==> src/rtl/conv1_kernel_fetch_ctrl_if.sv <==
// Weight-ROM read ports and the valid/ready weight-pair stream of the conv1 kernel fetcher.
// master = fetch controller, slave = ROM plus MAC-array consumer.
interface conv1_kernel_fetch_ctrl_if #(
   parameter int ADDR_W = 7,
   parameter int DATA_W = 16
);
   logic [ADDR_W-1:0] rom_address_a;
   logic [ADDR_W-1:0] rom_address_b;
   logic [DATA_W-1:0] rom_q_a;
   logic [DATA_W-1:0] rom_q_b;
   logic [DATA_W-1:0] w_a;
   logic [DATA_W-1:0] w_b;
   logic              w_b_valid;
   logic              w_valid;
   logic              w_ready;
   logic              w_last;

   modport master (
      output rom_address_a, rom_address_b,
      input  rom_q_a, rom_q_b,
      output w_a, w_b, w_b_valid, w_valid, w_last,
      input  w_ready
   );

   modport slave (
      input  rom_address_a, rom_address_b,
      output rom_q_a, rom_q_b,
      input  w_a, w_b, w_b_valid, w_valid, w_last,
      output w_ready
   );
endinterface

==> src/rtl/conv1_kernel_fetch_ctrl.sv <==
// Walks one kernel's weights through the dual-port ROM, two per beat, and streams them
// out through a 2-entry skid FIFO that absorbs the ROM's 1-cycle read latency.
module conv1_kernel_fetch_ctrl #(
   parameter int ADDR_W = 7,
   parameter int DATA_W = 16,
   parameter int KSIZE  = 25,
   parameter int NUM_K  = 5
) (
   input  logic                             clock,
   input  logic                             reset,
   input  logic                             start,
   input  logic [2:0]                       kernel_idx,
   conv1_kernel_fetch_ctrl_if.master        bus,
   output logic                             busy,
   output logic                             done,
   output logic                             err
);
   localparam int NBEATS    = (KSIZE + 1) / 2;
   localparam int CNT_W     = $clog2(NBEATS + 1);
   localparam bit KSIZE_ODD = (KSIZE % 2) == 1;
   localparam logic [ADDR_W-1:0] KSIZE_A = ADDR_W'(KSIZE);

   typedef enum logic [1:0] {
      IDLE  = 2'd0,
      RUN   = 2'd1,
      DRAIN = 2'd2
   } state_t;

   typedef struct packed {
      logic [DATA_W-1:0] a;
      logic [DATA_W-1:0] b;
      logic              b_valid;
      logic              last;
   } beat_t;

   state_t            state;
   logic [ADDR_W-1:0] base;
   logic [CNT_W-1:0]  cnt;
   logic              q_valid;
   logic              q_last;
   logic              q_b_valid;
   beat_t             fifo_mem [2];
   beat_t             push_beat;
   beat_t             head;
   logic              wr_ptr;
   logic              rd_ptr;
   logic [1:0]        fifo_count;
   logic [2:0]        occupancy;
   logic              w_valid;
   logic              pop;
   logic              issue;
   logic              final_beat;
   logic [ADDR_W-1:0] addr_a;
   logic [ADDR_W-1:0] addr_b;

   assign w_valid    = fifo_count != 2'd0;
   assign pop        = w_valid & bus.w_ready;
   assign final_beat = cnt == CNT_W'(NBEATS - 1);

   // Pop is combinational so issue resumes in the same cycle the consumer frees a slot.
   assign occupancy = 3'(fifo_count) + 3'(q_valid) - 3'(pop);
   assign issue     = (state == RUN) && (cnt < CNT_W'(NBEATS)) && (occupancy < 3'd2);

   // NOTE: every signal assigned in always_comb gets a default first, so no path infers a latch.
   always_comb begin
      addr_a = '0;
      addr_b = '0;
      if (state == RUN) begin
         addr_a = base + ADDR_W'({cnt, 1'b0});
         addr_b = (final_beat && KSIZE_ODD) ? addr_a : addr_a + ADDR_W'(1);
      end
   end

   assign bus.rom_address_a = addr_a;
   assign bus.rom_address_b = addr_b;

   // NOTE: sequential state uses non-blocking <= so every flop samples pre-edge values.
   always_ff @(posedge clock or posedge reset) begin
      if (reset) begin
         state <= IDLE;
         base  <= '0;
         cnt   <= '0;
         busy  <= 1'b0;
         done  <= 1'b0;
         err   <= 1'b0;
      end else begin
         done <= 1'b0;
         err  <= 1'b0;
         case (state)
            IDLE: begin
               if (start) begin
                  if (int'(kernel_idx) >= NUM_K) begin
                     err <= 1'b1;
                  end else begin
                     base  <= ADDR_W'(kernel_idx) * KSIZE_A;
                     cnt   <= '0;
                     busy  <= 1'b1;
                     state <= RUN;
                  end
               end
            end
            RUN: begin
               if (issue) begin
                  cnt <= cnt + CNT_W'(1);
                  if (final_beat) state <= DRAIN;
               end
            end
            DRAIN: begin
               if (pop && head.last) begin
                  state <= IDLE;
                  busy  <= 1'b0;
                  done  <= 1'b1;
               end
            end
            default: state <= IDLE;
         endcase
      end
   end

   // Tags travel alongside the ROM read so the beat is complete when the data lands.
   always_ff @(posedge clock or posedge reset) begin
      if (reset) begin
         q_valid   <= 1'b0;
         q_last    <= 1'b0;
         q_b_valid <= 1'b0;
      end else begin
         q_valid   <= issue;
         q_last    <= issue && final_beat;
         q_b_valid <= !(final_beat && KSIZE_ODD);
      end
   end

   assign push_beat.a       = bus.rom_q_a;
   assign push_beat.b       = q_b_valid ? bus.rom_q_b : '0;
   assign push_beat.b_valid = q_b_valid;
   assign push_beat.last    = q_last;

   always_ff @(posedge clock or posedge reset) begin
      if (reset) begin
         wr_ptr     <= 1'b0;
         rd_ptr     <= 1'b0;
         fifo_count <= 2'd0;
      end else begin
         if (q_valid) wr_ptr <= ~wr_ptr;
         if (pop)     rd_ptr <= ~rd_ptr;
         fifo_count <= fifo_count + 2'(q_valid) - 2'(pop);
      end
   end

   // NOTE: FIFO storage is not reset; its outputs are gated by w_valid, so stale contents never escape.
   always_ff @(posedge clock) begin
      if (q_valid) fifo_mem[wr_ptr] <= push_beat;
   end

   assign head          = fifo_mem[rd_ptr];
   assign bus.w_valid   = w_valid;
   assign bus.w_a       = w_valid ? head.a : '0;
   assign bus.w_b       = w_valid ? head.b : '0;
   assign bus.w_b_valid = w_valid && head.b_valid;
   assign bus.w_last    = w_valid && head.last;
endmodule

==> src/flat_wrapper.sv <==
// flat-port wrapper written by rule: the top's interface ports become plain ports
module conv1_kernel_fetch_ctrl_flat 
#(
   parameter int ADDR_W = 7,
   parameter int DATA_W = 16,
   parameter int KSIZE  = 25,
   parameter int NUM_K  = 5
)
  (clock, reset, start, kernel_idx, busy, done, err, bus_rom_address_a, bus_rom_address_b, bus_rom_q_a, bus_rom_q_b, bus_w_a, bus_w_b, bus_w_b_valid, bus_w_valid, bus_w_last, bus_w_ready);
  conv1_kernel_fetch_ctrl_if #(.ADDR_W(ADDR_W), .DATA_W(DATA_W)) bus_i ();
  input  logic clock;
  input  logic reset;
  input  logic start;
  input  logic [2:0] kernel_idx;
  output logic busy;
  output logic done;
  output logic err;
  output wire logic [$bits(bus_i.rom_address_a)-1:0] bus_rom_address_a;
  output wire logic [$bits(bus_i.rom_address_b)-1:0] bus_rom_address_b;
  input wire logic [$bits(bus_i.rom_q_a)-1:0] bus_rom_q_a;
  input wire logic [$bits(bus_i.rom_q_b)-1:0] bus_rom_q_b;
  output wire logic [$bits(bus_i.w_a)-1:0] bus_w_a;
  output wire logic [$bits(bus_i.w_b)-1:0] bus_w_b;
  output wire logic [$bits(bus_i.w_b_valid)-1:0] bus_w_b_valid;
  output wire logic [$bits(bus_i.w_valid)-1:0] bus_w_valid;
  output wire logic [$bits(bus_i.w_last)-1:0] bus_w_last;
  input wire logic [$bits(bus_i.w_ready)-1:0] bus_w_ready;
  assign bus_rom_address_a = bus_i.rom_address_a;
  assign bus_rom_address_b = bus_i.rom_address_b;
  assign bus_i.rom_q_a = bus_rom_q_a;
  assign bus_i.rom_q_b = bus_rom_q_b;
  assign bus_w_a = bus_i.w_a;
  assign bus_w_b = bus_i.w_b;
  assign bus_w_b_valid = bus_i.w_b_valid;
  assign bus_w_valid = bus_i.w_valid;
  assign bus_w_last = bus_i.w_last;
  assign bus_i.w_ready = bus_w_ready;
  conv1_kernel_fetch_ctrl #(.ADDR_W(ADDR_W), .DATA_W(DATA_W), .KSIZE(KSIZE), .NUM_K(NUM_K)) u_core (.clock(clock), .reset(reset), .start(start), .kernel_idx(kernel_idx), .bus(bus_i), .busy(busy), .done(done), .err(err));
endmodule
==> config.mk <==
export PLATFORM = sky130hd
export DESIGN_NAME = conv1_kernel_fetch_ctrl_flat
export DESIGN_NICKNAME = d
export VERILOG_FILES = /design/src/rtl/conv1_kernel_fetch_ctrl_if.sv /design/src/rtl/conv1_kernel_fetch_ctrl.sv /design/src/flat_wrapper.sv
export SDC_FILE = /design/constraint.sdc
export NUM_CORES = 1
export LEC_CHECK = 0
export ABC_AREA = 1
export BUFFER_PORTS_ARGS = -buffer_cell sky130_fd_sc_hd__clkbuf_2
export CELL_PAD_IN_SITES_DETAIL_PLACEMENT = 1
export CELL_PAD_IN_SITES_GLOBAL_PLACEMENT = 1
export CORE_MARGIN = 2
export CORE_UTILIZATION = 37
export DETAILED_ROUTE_END_ITERATION = 16
export GPL_TIMING_DRIVEN = 1
export HOLD_SLACK_MARGIN = 0.08
export PLACE_DENSITY_LB_ADDON = 0.1
export SETUP_SLACK_MARGIN = 0.15
export SLEW_MARGIN = 0
export SYNTH_ARGS = -nofsm -noshare
export SYNTH_HDL_FRONTEND = slang
export SYNTH_SLANG_ARGS = --single-unit
==> constraint.sdc <==
create_clock -name clock -period 2.5 [get_ports clock]
set_clock_uncertainty 0.15 [all_clocks]
set_input_delay 0.5 -clock clock [delete_from_list [all_inputs] [get_ports clock]]
set_output_delay 0.5 -clock clock [all_outputs]
set_load 0.02 [all_outputs]
==> results of run 1 <==
==> routing by layer <==
metal	track usage (%)	part of all wire, %
met1	19.3	40
met2	31.2	55
met3	2.43	3.6
met4	6.78	1.9
met5	0	0
==> area by class of cell <==
class                   count  share of cell area, %
multi-input cells         252                   28.3
clock buffers               9                   2.20
clock inverters             6                   2.44
repair buffers            127                   14.7
inverters                  45                   3.31
well taps                 140                   3.11
flip-flops and latches     90                   46.0
==> power breakdown <==
part | switching, uW | total [uW] | leakage (uW) | internal [uW]
clock network | 522 | 1290 | 0.000130 | 767
logic | 3180 | 5270 | 0.00153 | 2090
registers | 215 | 2230 | 0.000886 | 2010
==> metrics by stage <==
step                      cells  hold slack [ps]  setup WS (ps)
after floorplan             400              270           35.7
after global placement      633              274          -51.2
after detailed placement    633              290          -85.0
after CTS                   656              164           -486
after global routing        669              163           -499
final                       669              172           -399
==> cells in the final DEF, fill, tap and decap left out, types with 4 or more instances in the layout <==
| cell type | n |
|---|---|
| sky130_fd_sc_hd__nand2_1 | 119 |
| sky130_fd_sc_hd__clkbuf_2 | 78 |
| sky130_fd_sc_hd__edfxtp_1 | 68 |
| sky130_fd_sc_hd__inv_1 | 39 |
| sky130_fd_sc_hd__a21oi_1 | 36 |
| sky130_fd_sc_hd__buf_4 | 32 |
| sky130_fd_sc_hd__dfrtp_1 | 20 |
| sky130_fd_sc_hd__nor2_1 | 17 |
| sky130_fd_sc_hd__buf_6 | 13 |
| sky130_fd_sc_hd__clkbuf_8 | 10 |
| sky130_fd_sc_hd__nor2_4 | 8 |
| sky130_fd_sc_hd__ha_1 | 8 |
| sky130_fd_sc_hd__nand2_2 | 7 |
| sky130_fd_sc_hd__nor2_2 | 6 |
| sky130_fd_sc_hd__a21oi_2 | 5 |
| sky130_fd_sc_hd__o21ai_0 | 5 |
| sky130_fd_sc_hd__nand3_2 | 5 |
| sky130_fd_sc_hd__ha_4 | 5 |
| sky130_fd_sc_hd__nand3_4 | 4 |
| sky130_fd_sc_hd__inv_4 | 4 |
| sky130_fd_sc_hd__bufinv_16 | 4 |
==> worst paths after layout <==
| check | start | endpoint | slack, ps | cells past startpoint |
|---|---|---|---|---|
| setup reg to reg | u_core.fifo_count[0]$_DFF_PP0_ | u_core.cnt[0]$_DFFE_PP0P_ | 50 | 11 |
| hold reg to reg | u_core.q_last$_DFF_PP0_ | u_core.fifo_mem[0][0]$_DFFE_PP_ | 300 | 0 |
| hold / removal | bus_rom_q_a[2] | u_core.fifo_mem[0][20]$_DFFE_PP_ | 170 | 1 |
| max in group asynchronous | reset | u_core.rd_ptr$_DFFE_PP0P_ | 1420 | 4 |
| min in group asynchronous | reset | u_core.q_b_valid$_DFF_PP0_ | 540 | 4 |
| setup / recovery | u_core.cnt[0]$_DFFE_PP0P_ | bus_rom_address_b[6] | -400 | 10 |
==> cells by family (layout without fill, tap and decap cells) <==
logic type	count (synthesis)	in the layout	synth area share [%]
adder cells (fa/ha/maj)	16	16	5.23
buffers and inverters	58	187	5.59
AO/OA/AOI/OAI	52	52	6.57
flip-flops	90	90	63.0
XOR/XNOR	5	5	1.06
AND/OR/NAND/NOR	179	179	18.5
==> synth_stat cells <==
library cell | instances | area, um^2
sky130_fd_sc_hd__nor3_1 | 3 | 15.0
sky130_fd_sc_hd__xor2_1 | 3 | 26.3
sky130_fd_sc_hd__nand2_4 | 1 | 11.3
sky130_fd_sc_hd__o21ai_0 | 8 | 40.0
sky130_fd_sc_hd__nor2_1 | 27 | 101
sky130_fd_sc_hd__ha_1 | 14 | 175
sky130_fd_sc_hd__nor2_4 | 1 | 11.3
sky130_fd_sc_hd__nand4_1 | 1 | 6.26
sky130_fd_sc_hd__nand3_2 | 2 | 20.0
sky130_fd_sc_hd__nor2_8 | 1 | 20.0
sky130_fd_sc_hd__clkbuf_1 | 5 | 18.8
sky130_fd_sc_hd__a21oi_2 | 1 | 8.76
sky130_fd_sc_hd__a31o_2 | 1 | 8.76
sky130_fd_sc_hd__nand3b_1 | 2 | 15.0
sky130_fd_sc_hd__inv_1 | 42 | 158
sky130_fd_sc_hd__a21o_1 | 1 | 7.51
sky130_fd_sc_hd__a21oi_1 | 41 | 205
sky130_fd_sc_hd__inv_2 | 1 | 3.75
sky130_fd_sc_hd__nand2_1 | 128 | 480
sky130_fd_sc_hd__inv_4 | 1 | 6.26
sky130_fd_sc_hd__or2_1 | 1 | 6.26
sky130_fd_sc_hd__dfrtp_1 | 22 | 551
sky130_fd_sc_hd__nand3_4 | 1 | 17.5
sky130_fd_sc_hd__fa_1 | 2 | 40.0
sky130_fd_sc_hd__nand3_1 | 8 | 40.0
sky130_fd_sc_hd__buf_2 | 7 | 35.0
sky130_fd_sc_hd__xnor2_1 | 2 | 17.5
sky130_fd_sc_hd__clkinv_2 | 1 | 5.00
sky130_fd_sc_hd__nor2_2 | 3 | 18.8
sky130_fd_sc_hd__edfxtp_1 | 68 | 2040
sky130_fd_sc_hd__buf_1 | 1 | 3.75
==> state kept, by name, indices dropped and copies added, names as in the netlist <==
register,count
u_core.q_b_valid,1
u_core.base,6
u_core.q_valid,1
u_core.fifo_mem,68
u_core.q_last,1
u_core.rd_ptr,1
u_core.busy,1
u_core.wr_ptr,1
u_core.fifo_count,2
u_core.state,2
u_core.err,1
u_core.done,1
u_core.cnt,4
==> timing repair <==
item / in CTS / in global routing
pin swaps: 19 / 28
buffers inserted: 7 / 14
endpoints found under the hold margin: 22 / 0
hold buffers: 1 / 0
setup endpoints to repair: 52 / 21
resized for setup: 45 / 55
==> impl_metrics.json, run 1 <==
{
  "insertedDiodeCount": 0,
  "clock_latency_ps": 360,
  "multi_input_area_um2": 1590,
  "globalplace.congestion": 0.822,
  "hold_path.class": "in -> reg",
  "layout.nets": 580,
  "finish.instance_area_um2": 5640,
  "worst_path_largest_cell_delay_ps": 590,
  "drt-initial-drc-count": 104,
  "die_area_um2": 12000,
  "pin_count": 91,
  "port_buffer_cells": 90,
  "drtAntennaViolNets": 0,
  "clk_pin_slew_worst_paths_ps": 90,
  "worst_ir_drop_vdd_mv": 1.25,
  "setup_viol": 11,
  "cpLargestDelayFamily": "adder cells",
  "maxSlewViolCount": 0,
  "total_number_of_vias": 3200,
  "final_core_util_pct": 52.0,
  "clock_path_buffers": 2,
  "status": "complete, but fails checks",
  "grt_antenna_before_repair": 0,
  "crit_path_end_kind": "output pin",
  "seq_area_um2": 2590,
  "critPathSlowestCell": "sky130_fd_sc_hd__fa_2",
  "netlist_area_um2": 4120,
  "synth.avg_cell_area_um2": 10.3,
  "finalCritPeriodShare_pct": 116,
  "dieHeight_um": 109,
  "postLayoutSetupSlackWorst_ps": -399,
  "p_per_cell_area_nw_per_um2": 1560,
  "h-tree-depth": 3,
  "detail_route.drc_violations": 0,
  "post-dp-hpwl_um": 6420,
  "timing.final.hold_violations": 0,
  "cells_along_the_critical_path": "ha_2, fa_2, nand3_4, nor2_4, nand3_2, nor2_2, nand2_1, nand2_1, nor2_2, buf_6",
  "initial_utilization_pct": 38.0,
  "post_synth_inst_count": 400,
  "die_w_um": 109,
  "detail_route.vias_per_cell": 4.78,
  "grt_setup_unrepaired": "true",
  "yosysWarningCount": 0,
  "wire_per_inst_um": 15.1,
  "worst_setup_path_start_kind": "flop",
  "arrival_ps": 2250,
  "post_dp_cell_area_um2": 4860,
  "critPathRequiredTime_ps": 1850,
  "grt_pass1_vias": 3186,
  "synth_cell_type_count": 31,
  "fin_setup_tns_ps": -2030,
  "track_usage_pct": 16.8,
  "areaGrowthSynthToFinish_pct": 37.1,
  "global_route.overflow_total": 0,
  "first_pass_grt_wire_length_um": 15300,
  "grt_max_degree": 36,
  "p_leak_uw": 0.00255,
  "drt-pass1-iter-count": 4,
  "max_cap_violations": 0,
  "tritoncts": "built",
  "routed_wl_um": 10100,
  "synth_sequential_area_ratio_pct": 63.0,
  "critPathMaxFanout": 3,
  "core.rowCount": 38,
  "cts_root_buffer": "sky130_fd_sc_hd__clkbuf_8",
  "slew_headroom_pct": 58.4,
  "cp.buffers_inverters": 1,
  "criticalPathCategory": "reg -> out",
  "violated_checks": "setup timing",
  "placeable_area_um2": 10800,
  "fmaxAchievable_ghz": 0.345,
  "clock-sinks": 90,
  "layout_min_cycle_time_ps": 2900,
  "report.power.total_uw": 8790,
  "cts_made_buffers": 9,
  "synth_net_count": 455,
  "final_layout_fill_cell_count": 1216,
  "postSynthRegisterBits": 90,
  "drive_gt1_share_pct": 38.6,
  "timing_worst_slew_pin_value_ps": 624
}
Power figures use the tool's default switching activity.
==> inputs of run 2 (changes only) <==
--- a/config.mk
+++ b/config.mk
@@ -5,15 +5,16 @@
 export SDC_FILE = /design/constraint.sdc
 export NUM_CORES = 1
 export LEC_CHECK = 0
-export ABC_AREA = 1
+export ABC_AREA = 0
 export BUFFER_PORTS_ARGS = -buffer_cell sky130_fd_sc_hd__clkbuf_2
 export CELL_PAD_IN_SITES_DETAIL_PLACEMENT = 1
 export CELL_PAD_IN_SITES_GLOBAL_PLACEMENT = 1
 export CORE_MARGIN = 2
-export CORE_UTILIZATION = 37
+export CORE_UTILIZATION = 39
+export CTS_CLUSTER_DIAMETER = 30
 export DETAILED_ROUTE_END_ITERATION = 16
 export GPL_TIMING_DRIVEN = 1
-export HOLD_SLACK_MARGIN = 0.08
+export HOLD_SLACK_MARGIN = 0.1
 export PLACE_DENSITY_LB_ADDON = 0.1
 export SETUP_SLACK_MARGIN = 0.15
 export SLEW_MARGIN = 0
==> run 2 against run 1 <==
Against the previous run:
- the flow still finishes with violations (setup timing)
- synthesized cell count shrank 23%
- global-route usage rose by 0.40 points
- cell count down 11%
- fmax decreased by 5.5%
- critical path depth is 2 lower
- core utilization rose by 5.5 points
- clock-buffer cell count unchanged
- area after synthesis down 2.6%
- die area decreased by 7.4%
- worst hold slack improved by 11 ps
- power fell by 4.9%
==> impl_metrics.json, run 2 <==
{
  "tritoncts": "built",
  "synth.avg_cell_area_um2": 13.0,
  "synth_most_common_cell": "sky130_fd_sc_hd__edfxtp_1",
  "global_route.overflow_total": 0,
  "count_of_flip_flops_with_a_built_in_enable_after_synthesis": 68,
  "final_common_cell": "sky130_fd_sc_hd__clkbuf_2",
  "die_w_um": 105,
  "most-common-layout-cells": "80 x sky130_fd_sc_hd__clkbuf_2, 68 x sky130_fd_sc_hd__edfxtp_1, 49 x sky130_fd_sc_hd__buf_4",
  "cts_root_buffer": "sky130_fd_sc_hd__clkbuf_8",
  "cp.buffers_inverters": 1,
  "clock_path_buffers": 2,
  "insertedDiodeCount": 0,
  "timing_worst_slew_pin_value_ps": 501,
  "detail_route.drc_violations": 0,
  "track_usage_pct": 17.2,
  "slew_headroom_pct": 66.6,
  "reg2reg_from": "u_core.fifo_count[0]$_DFF_PP0_",
  "cpLargestDelayFamily": "compound AO/OA/AOI/OAI gates",
  "max_cap_violations": 0,
  "clock_latency_ps": 350,
  "arrival_ps": 2420,
  "final_layout_fill_cell_count": 1016,
  "largest_register_ffs": 68,
  "placeable_area_um2": 9860,
  "core.rowCount": 36,
  "hold_path.class": "in -> reg",
  "globalplace.congestion": 0.774,
  "postLayoutSetupSlackWorst_ps": -567,
  "violated_checks": "setup timing",
  "port_buffer_cells": 90,
  "timing.final.hold_violations": 0,
  "first_pass_grt_wire_length_um": 15000,
  "dieHeight_um": 105,
  "areaGrowthSynthToFinish_pct": 41.7,
  "status": "complete, but fails checks",
  "fmaxAchievable_ghz": 0.326,
  "synth_top_cells_by_count": "68 x sky130_fd_sc_hd__edfxtp_1, 53 x sky130_fd_sc_hd__nor2_1, 35 x sky130_fd_sc_hd__mux2i_1, 22 x sky130_fd_sc_hd__dfrtp_1, 20 x sky130_fd_sc_hd__and2_1",
  "critPathMaxFanout": 4,
  "post_dp_cell_area_um2": 5000,
  "grt_antenna_before_repair": 0,
  "fin_setup_tns_ps": -5070,
  "synth_cell_type_count": 34,
  "die_area_um2": 11100,
  "p_leak_uw": 0.00249,
  "netlist_area_um2": 4010,
  "async_flop_share_pct": 24.4,
  "synth_net_count": 364,
  "cts_made_buffers": 9,
  "grt_max_degree": 35,
  "post-dp-hpwl_um": 6370,
  "critPathRequiredTime_ps": 1850,
  "detail_route.vias_per_cell": 4.80,
  "post_synth_inst_count": 309,
  "yosysWarningCount": 0,
  "clock-sinks": 90,
  "grt_setup_unrepaired": "true",
  "reg_top3": "u_core.fifo_mem x68, u_core.base x6, u_core.cnt x4",
  "dominantRegCellSynth": "sky130_fd_sc_hd__edfxtp_1",
  "worst_hold_startpoint": "bus_rom_q_a[10]",
  "largest_register": "u_core.fifo_mem",
  "finish.instance_area_um2": 5680,
  "worst_ir_drop_vdd_mv": 0.623,
  "initial_utilization_pct": 40.6,
  "p_per_cell_area_nw_per_um2": 1470,
  "synth_sequential_area_ratio_pct": 64.7,
  "top_cells_by_area_in_the_synthesized_netlist": "sky130_fd_sc_hd__edfxtp_1 51%, sky130_fd_sc_hd__dfrtp_1 14%, sky130_fd_sc_hd__mux2i_1 8.7%",
  "synth.top_cell.area_share_pct": 51.0,
  "critPathLaunch": "u_core.base[1]$_DFFE_PP0P_",
  "drtAntennaViolNets": 0,
  "grt_pass1_vias": 3045,
  "finalCritPeriodShare_pct": 123,
  "worst_path_largest_cell_delay_ps": 420,
  "drt-initial-drc-count": 88,
  "wire_per_inst_um": 16.4,
  "crit_path_end_kind": "output pin",
  "layout.nets": 514,
  "critPathSlowestCell": "sky130_fd_sc_hd__dfrtp_1",
  "synth_area_leader_cell": "sky130_fd_sc_hd__edfxtp_1",
  "worst_setup_path_start_kind": "flop",
  "layout_min_cycle_time_ps": 3070,
  "maxSlewViolCount": 0,
  "criticalPathCategory": "reg -> out",
  "setup_viol": 17,
  "cells_along_the_critical_path": "ha_4, fa_2, a21o_1, a21oi_2, xor2_2, o31a_1, nor3_4, clkbuf_2",
  "h-tree-depth": 3,
  "drive_gt1_share_pct": 47.0,
  "total_number_of_vias": 2868,
  "fin_worst_hold_slack_ps": 184,
  "routed_wl_um": 9800,
  "drt-pass1-iter-count": 4,
  "postSynthRegisterBits": 90,
  "clk_pin_slew_worst_paths_ps": 90,
  "pin_count": 91
}
[run 2: cell types whose count changed after synthesis, moves of 3 or more]
cell | previous run | this run
sky130_fd_sc_hd__mux2i_1 | 0 | 35
sky130_fd_sc_hd__a21oi_1 | 41 | 3
sky130_fd_sc_hd__and3_1 | 0 | 3
sky130_fd_sc_hd__nand3_1 | 8 | 5
sky130_fd_sc_hd__nand2_1 | 128 | 18
sky130_fd_sc_hd__and2_1 | 0 | 20
sky130_fd_sc_hd__nor2_2 | 3 | 0
sky130_fd_sc_hd__buf_2 | 7 | 3
sky130_fd_sc_hd__clkbuf_1 | 5 | 8
sky130_fd_sc_hd__nor2_1 | 27 | 53
sky130_fd_sc_hd__inv_1 | 42 | 12
sky130_fd_sc_hd__xor2_1 | 3 | 7
sky130_fd_sc_hd__xnor2_1 | 2 | 6
[run 2: final timing paths]
kind / end / slack, ps / cells after the start
setup / recovery: bus_rom_address_b[6] / -570 / 8
hold / removal: u_core.fifo_mem[0][28]$_DFFE_PP_ / 180 / 1
setup reg to reg: u_core.cnt[3]$_DFFE_PP0P_ / -360 / 12
hold reg to reg: u_core.fifo_mem[1][0]$_DFFE_PP_ / 310 / 0
max in group asynchronous: u_core.cnt[1]$_DFFE_PP0P_ / 1400 / 4
min in group asynchronous: u_core.done$_DFF_PP0_ / 560 / 4
[run 2: per-stage QoR]
stage / instances / setup WS [ps] / power [uW] / utilization (%)
after floorplan: 309 / -314 / 4730 / -
after global placement: 557 / -267 / 6070 / 50.7
after global routing: 597 / -673 / 8840 / 57.6
after CTS: 585 / -546 / 7910 / 55.7
after detailed placement: 557 / -338 / 6180 / 50.7
final: 597 / -567 / 8360 / 57.6
[run 2: report_power, final]
group	leakage, uW	internal, uW	switching (uW)	total, uW
sequential	0.000886	2000	204	2200
clock	0.000107	482	553	1040
combinational	0.00150	2350	2770	5120
[run 2: per-layer routing]
layer | up-vias | GRT usage, % | wire (um)
li1 | 1376 | - | -
met1 | 1422 | 20.8 | 4130
met2 | 57 | 31.4 | 5260
met3 | 13 | 3.46 | 267
met4 | 0 | 4.10 | 144
met5 | - | 0 | 0
[run 2: what timing repair did]
item / in CTS / in global routing
endpoints found under the setup margin: 33 / 30
resized for setup: 51 / 27
endpoints found under the hold margin: 22 / 0
pin swaps: 21 / 10
buffers inserted: 11 / 12
hold buffers: 1 / 0
[run 2: worst reg2reg max path, cell delays in order, from the launching register on]
cell	delay [ps]
sky130_fd_sc_hd__dfrtp_1	430
sky130_fd_sc_hd__nor2_4	160
sky130_fd_sc_hd__inv_4	50
sky130_fd_sc_hd__nand2_4	60
sky130_fd_sc_hd__inv_4	40
sky130_fd_sc_hd__ha_4	250
sky130_fd_sc_hd__inv_2	40
sky130_fd_sc_hd__ha_4	150
sky130_fd_sc_hd__fa_2	450
sky130_fd_sc_hd__or4_4	620
sky130_fd_sc_hd__a21oi_4	180
sky130_fd_sc_hd__xnor2_2	120
sky130_fd_sc_hd__nor2_1	50
[run 2: cell type report]
type	instances	area (um^2)	share of cell area, %
repair buffers	150	1020	18.0
well taps	133	166	2.93
inverters	13	61.3	1.08
clock buffers	9	124	2.18
clock inverters	7	81.3	1.43
multi-input cells	195	1630	28.6
flip-flops and latches	90	2590	45.7
[run 2: logic make-up after synthesis]
kind of cell	share of synthesized area [%]
AND/OR/NAND/NOR	12.9
flip-flops	64.7
multiplexers	8.74
buffers and inverters	2.34
AO/OA/AOI/OAI	3.12
adder cells (fa/ha/maj)	5.37
XOR/XNOR	2.84
==> inputs of run 3 (changes only) <==
--- a/config.mk
+++ b/config.mk
@@ -10,7 +10,8 @@
 export CELL_PAD_IN_SITES_DETAIL_PLACEMENT = 1
 export CELL_PAD_IN_SITES_GLOBAL_PLACEMENT = 1
 export CORE_MARGIN = 2
-export CORE_UTILIZATION = 39
+export CORE_UTILIZATION = 40
+export CTS_BUF_LIST = sky130_fd_sc_hd__clkbuf_8
 export CTS_CLUSTER_DIAMETER = 30
 export DETAILED_ROUTE_END_ITERATION = 16
 export GPL_TIMING_DRIVEN = 1
==> run 3 against run 2 <==
Against the previous run:
- the flow still finishes with violations (setup timing)
- register-to-register slack got worse by 40 ps
- routed wire length rose by 3.3%
- sequential cell count is the same
- power rose by 2.1%
- first-iteration DRC count decreased by 10%
- combinational power grew 3%
- sequential power barely moved
- cell count decreased by 1.0%
- critical path depth did not move
- clock-buffer cell count did not move
- fmax decreased by 0.98%
- worst hold slack lost 1.2 ps
- critical path type unchanged
==> impl_metrics.json, run 3 (synthesized netlist as in run 2, its figures left out) <==
{
  "detail_route.vias_per_cell": 4.87,
  "drive_gt1_share_pct": 46.7,
  "criticalPathCategory": "reg -> out",
  "reg2reg_from": "u_core.fifo_count[0]$_DFF_PP0_",
  "post-dp-hpwl_um": 6490,
  "grt_pass1_vias": 3045,
  "pin_count": 91,
  "seq_area_um2": 2600,
  "fmaxAchievable_ghz": 0.323,
  "cells_along_the_critical_path": "ha_4, fa_2, a21o_1, a21oi_4, xor2_4, o31a_1, nor3_4, clkbuf_8",
  "cts_made_buffers": 9,
  "critical_path.endpoint": "bus_rom_address_b[6]",
  "slew_headroom_pct": 40.5,
  "worst_ir_drop_vdd_mv": 0.631,
  "worst_path_largest_cell_delay_ps": 420,
  "critPathRequiredTime_ps": 1850,
  "total_number_of_vias": 2879,
  "reg2reg_slack_ps": -400,
  "clock_path_buffers": 2,
  "clock-sinks": 90,
  "largest_register": "u_core.fifo_mem",
  "placeable_area_um2": 9730,
  "grt_setup_unrepaired": "true",
  "critPathLaunch": "u_core.base[1]$_DFFE_PP0P_",
  "drt-pass1-iter-count": 5,
  "grt_max_degree": 35,
  "crit_path_end_kind": "output pin",
  "worst_r2r_endpoint": "u_core.cnt[3]$_DFFE_PP0P_",
  "worst_setup_path_start_kind": "flop",
  "multi_input_area_um2": 1650,
  "drt-initial-drc-count": 79,
  "insertedDiodeCount": 0,
  "first_pass_grt_wire_length_um": 15700,
  "die_area_um2": 10800,
  "largest_register_ffs": 68,
  "maxSlewViolCount": 0,
  "p_leak_uw": 0.00248,
  "reg_top3": "u_core.fifo_mem x68, u_core.base x6, u_core.cnt x4",
  "detail_route.drc_violations": 0,
  "pre_cts_ws_ps": -322,
  "max_cap_violations": 0,
  "cts_root_buffer": "sky130_fd_sc_hd__clkbuf_8",
  "h-tree-depth": 3,
  "wire_per_inst_um": 17.1,
  "fin_worst_hold_slack_ps": 182,
  "globalplace.congestion": 0.745,
  "hold_path.class": "in -> reg",
  "layout.nets": 509,
  "track_usage_pct": 18.6,
  "most-common-layout-cells": "79 x sky130_fd_sc_hd__clkbuf_2, 68 x sky130_fd_sc_hd__edfxtp_1, 45 x sky130_fd_sc_hd__nor2_1",
  "p_per_cell_area_nw_per_um2": 1500,
  "timing_worst_slew_pin_value_ps": 892,
  "final_layout_fill_cell_count": 1030,
  "timing.final.hold_violations": 0,
  "final_common_cell": "sky130_fd_sc_hd__clkbuf_2",
  "timing.reg2reg.worst_path_depth": 12,
  "clock_latency_ps": 350,
  "global_route.overflow_total": 0,
  "critPathSlowestCell": "sky130_fd_sc_hd__dfrtp_1",
  "finalCritPeriodShare_pct": 124,
  "violated_checks": "setup timing",
  "core.rowCount": 36,
  "dieHeight_um": 104,
  "routed_wl_um": 10100,
  "layout_min_cycle_time_ps": 3100,
  "port_buffer_cells": 90,
  "areaGrowthSynthToFinish_pct": 41.6,
  "arrival_ps": 2450,
  "die_w_um": 104,
  "postLayoutSetupSlackWorst_ps": -598,
  "tritoncts": "built",
  "setup_viol": 16,
  "status": "complete, but fails checks",
  "grt_antenna_before_repair": 0,
  "drtAntennaViolNets": 0,
  "critPathMaxFanout": 4,
  "fin_setup_tns_ps": -5170,
  "clk_pin_slew_worst_paths_ps": 90,
  "initial_utilization_pct": 41.2
}
run 3: worst min-delay path by stage:
stage / endpoint / start / depth (start not counted) / slack (ps)
6_report: u_core.fifo_mem[0][27]$_DFFE_PP_ / bus_rom_q_a[9] / 1 / 180
3_5_place_dp: u_core.fifo_mem[1][0]$_DFFE_PP_ / u_core.q_last$_DFF_PP0_ / 0 / 300
4_1_cts: u_core.fifo_mem[1][18]$_DFFE_PP_ / bus_rom_q_a[0] / 1 / 170
3_3_place_gp: u_core.fifo_mem[1][0]$_DFFE_PP_ / u_core.q_last$_DFF_PP0_ / 0 / 270
5_1_grt: u_core.fifo_mem[1][27]$_DFFE_PP_ / bus_rom_q_a[9] / 1 / 170
2_1_floorplan: u_core.fifo_mem[0][0]$_DFFE_PP_ / u_core.q_last$_DFF_PP0_ / 0 / 270
run 3: area by class of cell:
class / count / area share (%)
well taps: 133 / 2.93
repair buffers: 145 / 17.7
flip-flops and latches: 90 / 45.8
inverters: 13 / 1.08
clock inverters: 6 / 1.28
multi-input cells: 195 / 29.0
clock buffers: 9 / 2.18
run 3: repair_timing:
item                                   in CTS  in global routing
setup buffers                               7                 13
pin swaps                                  19                 13
gates resized for setup                    48                 34
endpoints found under the hold margin      22                  0
setup endpoints to repair                  31                 22
hold buffers                                1                  0
run 3: per-layer routing:
metal  vias to the layer above  part of all wire [%]  GRT usage, %
met5                         -                     0             0
met4                         0                   2.2          6.18
met3                        15                   3.1          3.01
met2                        68                    53          33.3
met1                      1430                    41          22.8
li1                       1366                     -             -
run 3: worst max-delay path: cells and delay by family, from the launching register on:
family,cells,cell delay (ps)
flops,1,420
fa+ha+maj,2,540
simple gates,1,120
compound gates,3,720
xor+xnor,1,130
buf+inv,1,160
run 3: metrics by stage:
step	cell area (um^2)	total power (uW)	std cells	utilization, %
after floorplan	4140	4730	309	-
after global placement	4990	6090	556	51.3
after detailed placement	4990	6240	556	51.3
after CTS	5450	7940	579	56.0
after global routing	5670	9010	591	58.3
final	5670	8530	591	58.3
run 3: power breakdown:
part           switching (uW)  internal, uW  total [uW]
Clock                     539           473        1010
Sequential                223          2010        2230
Combinational            2840          2450        5290
Total                    3600          4930        8530
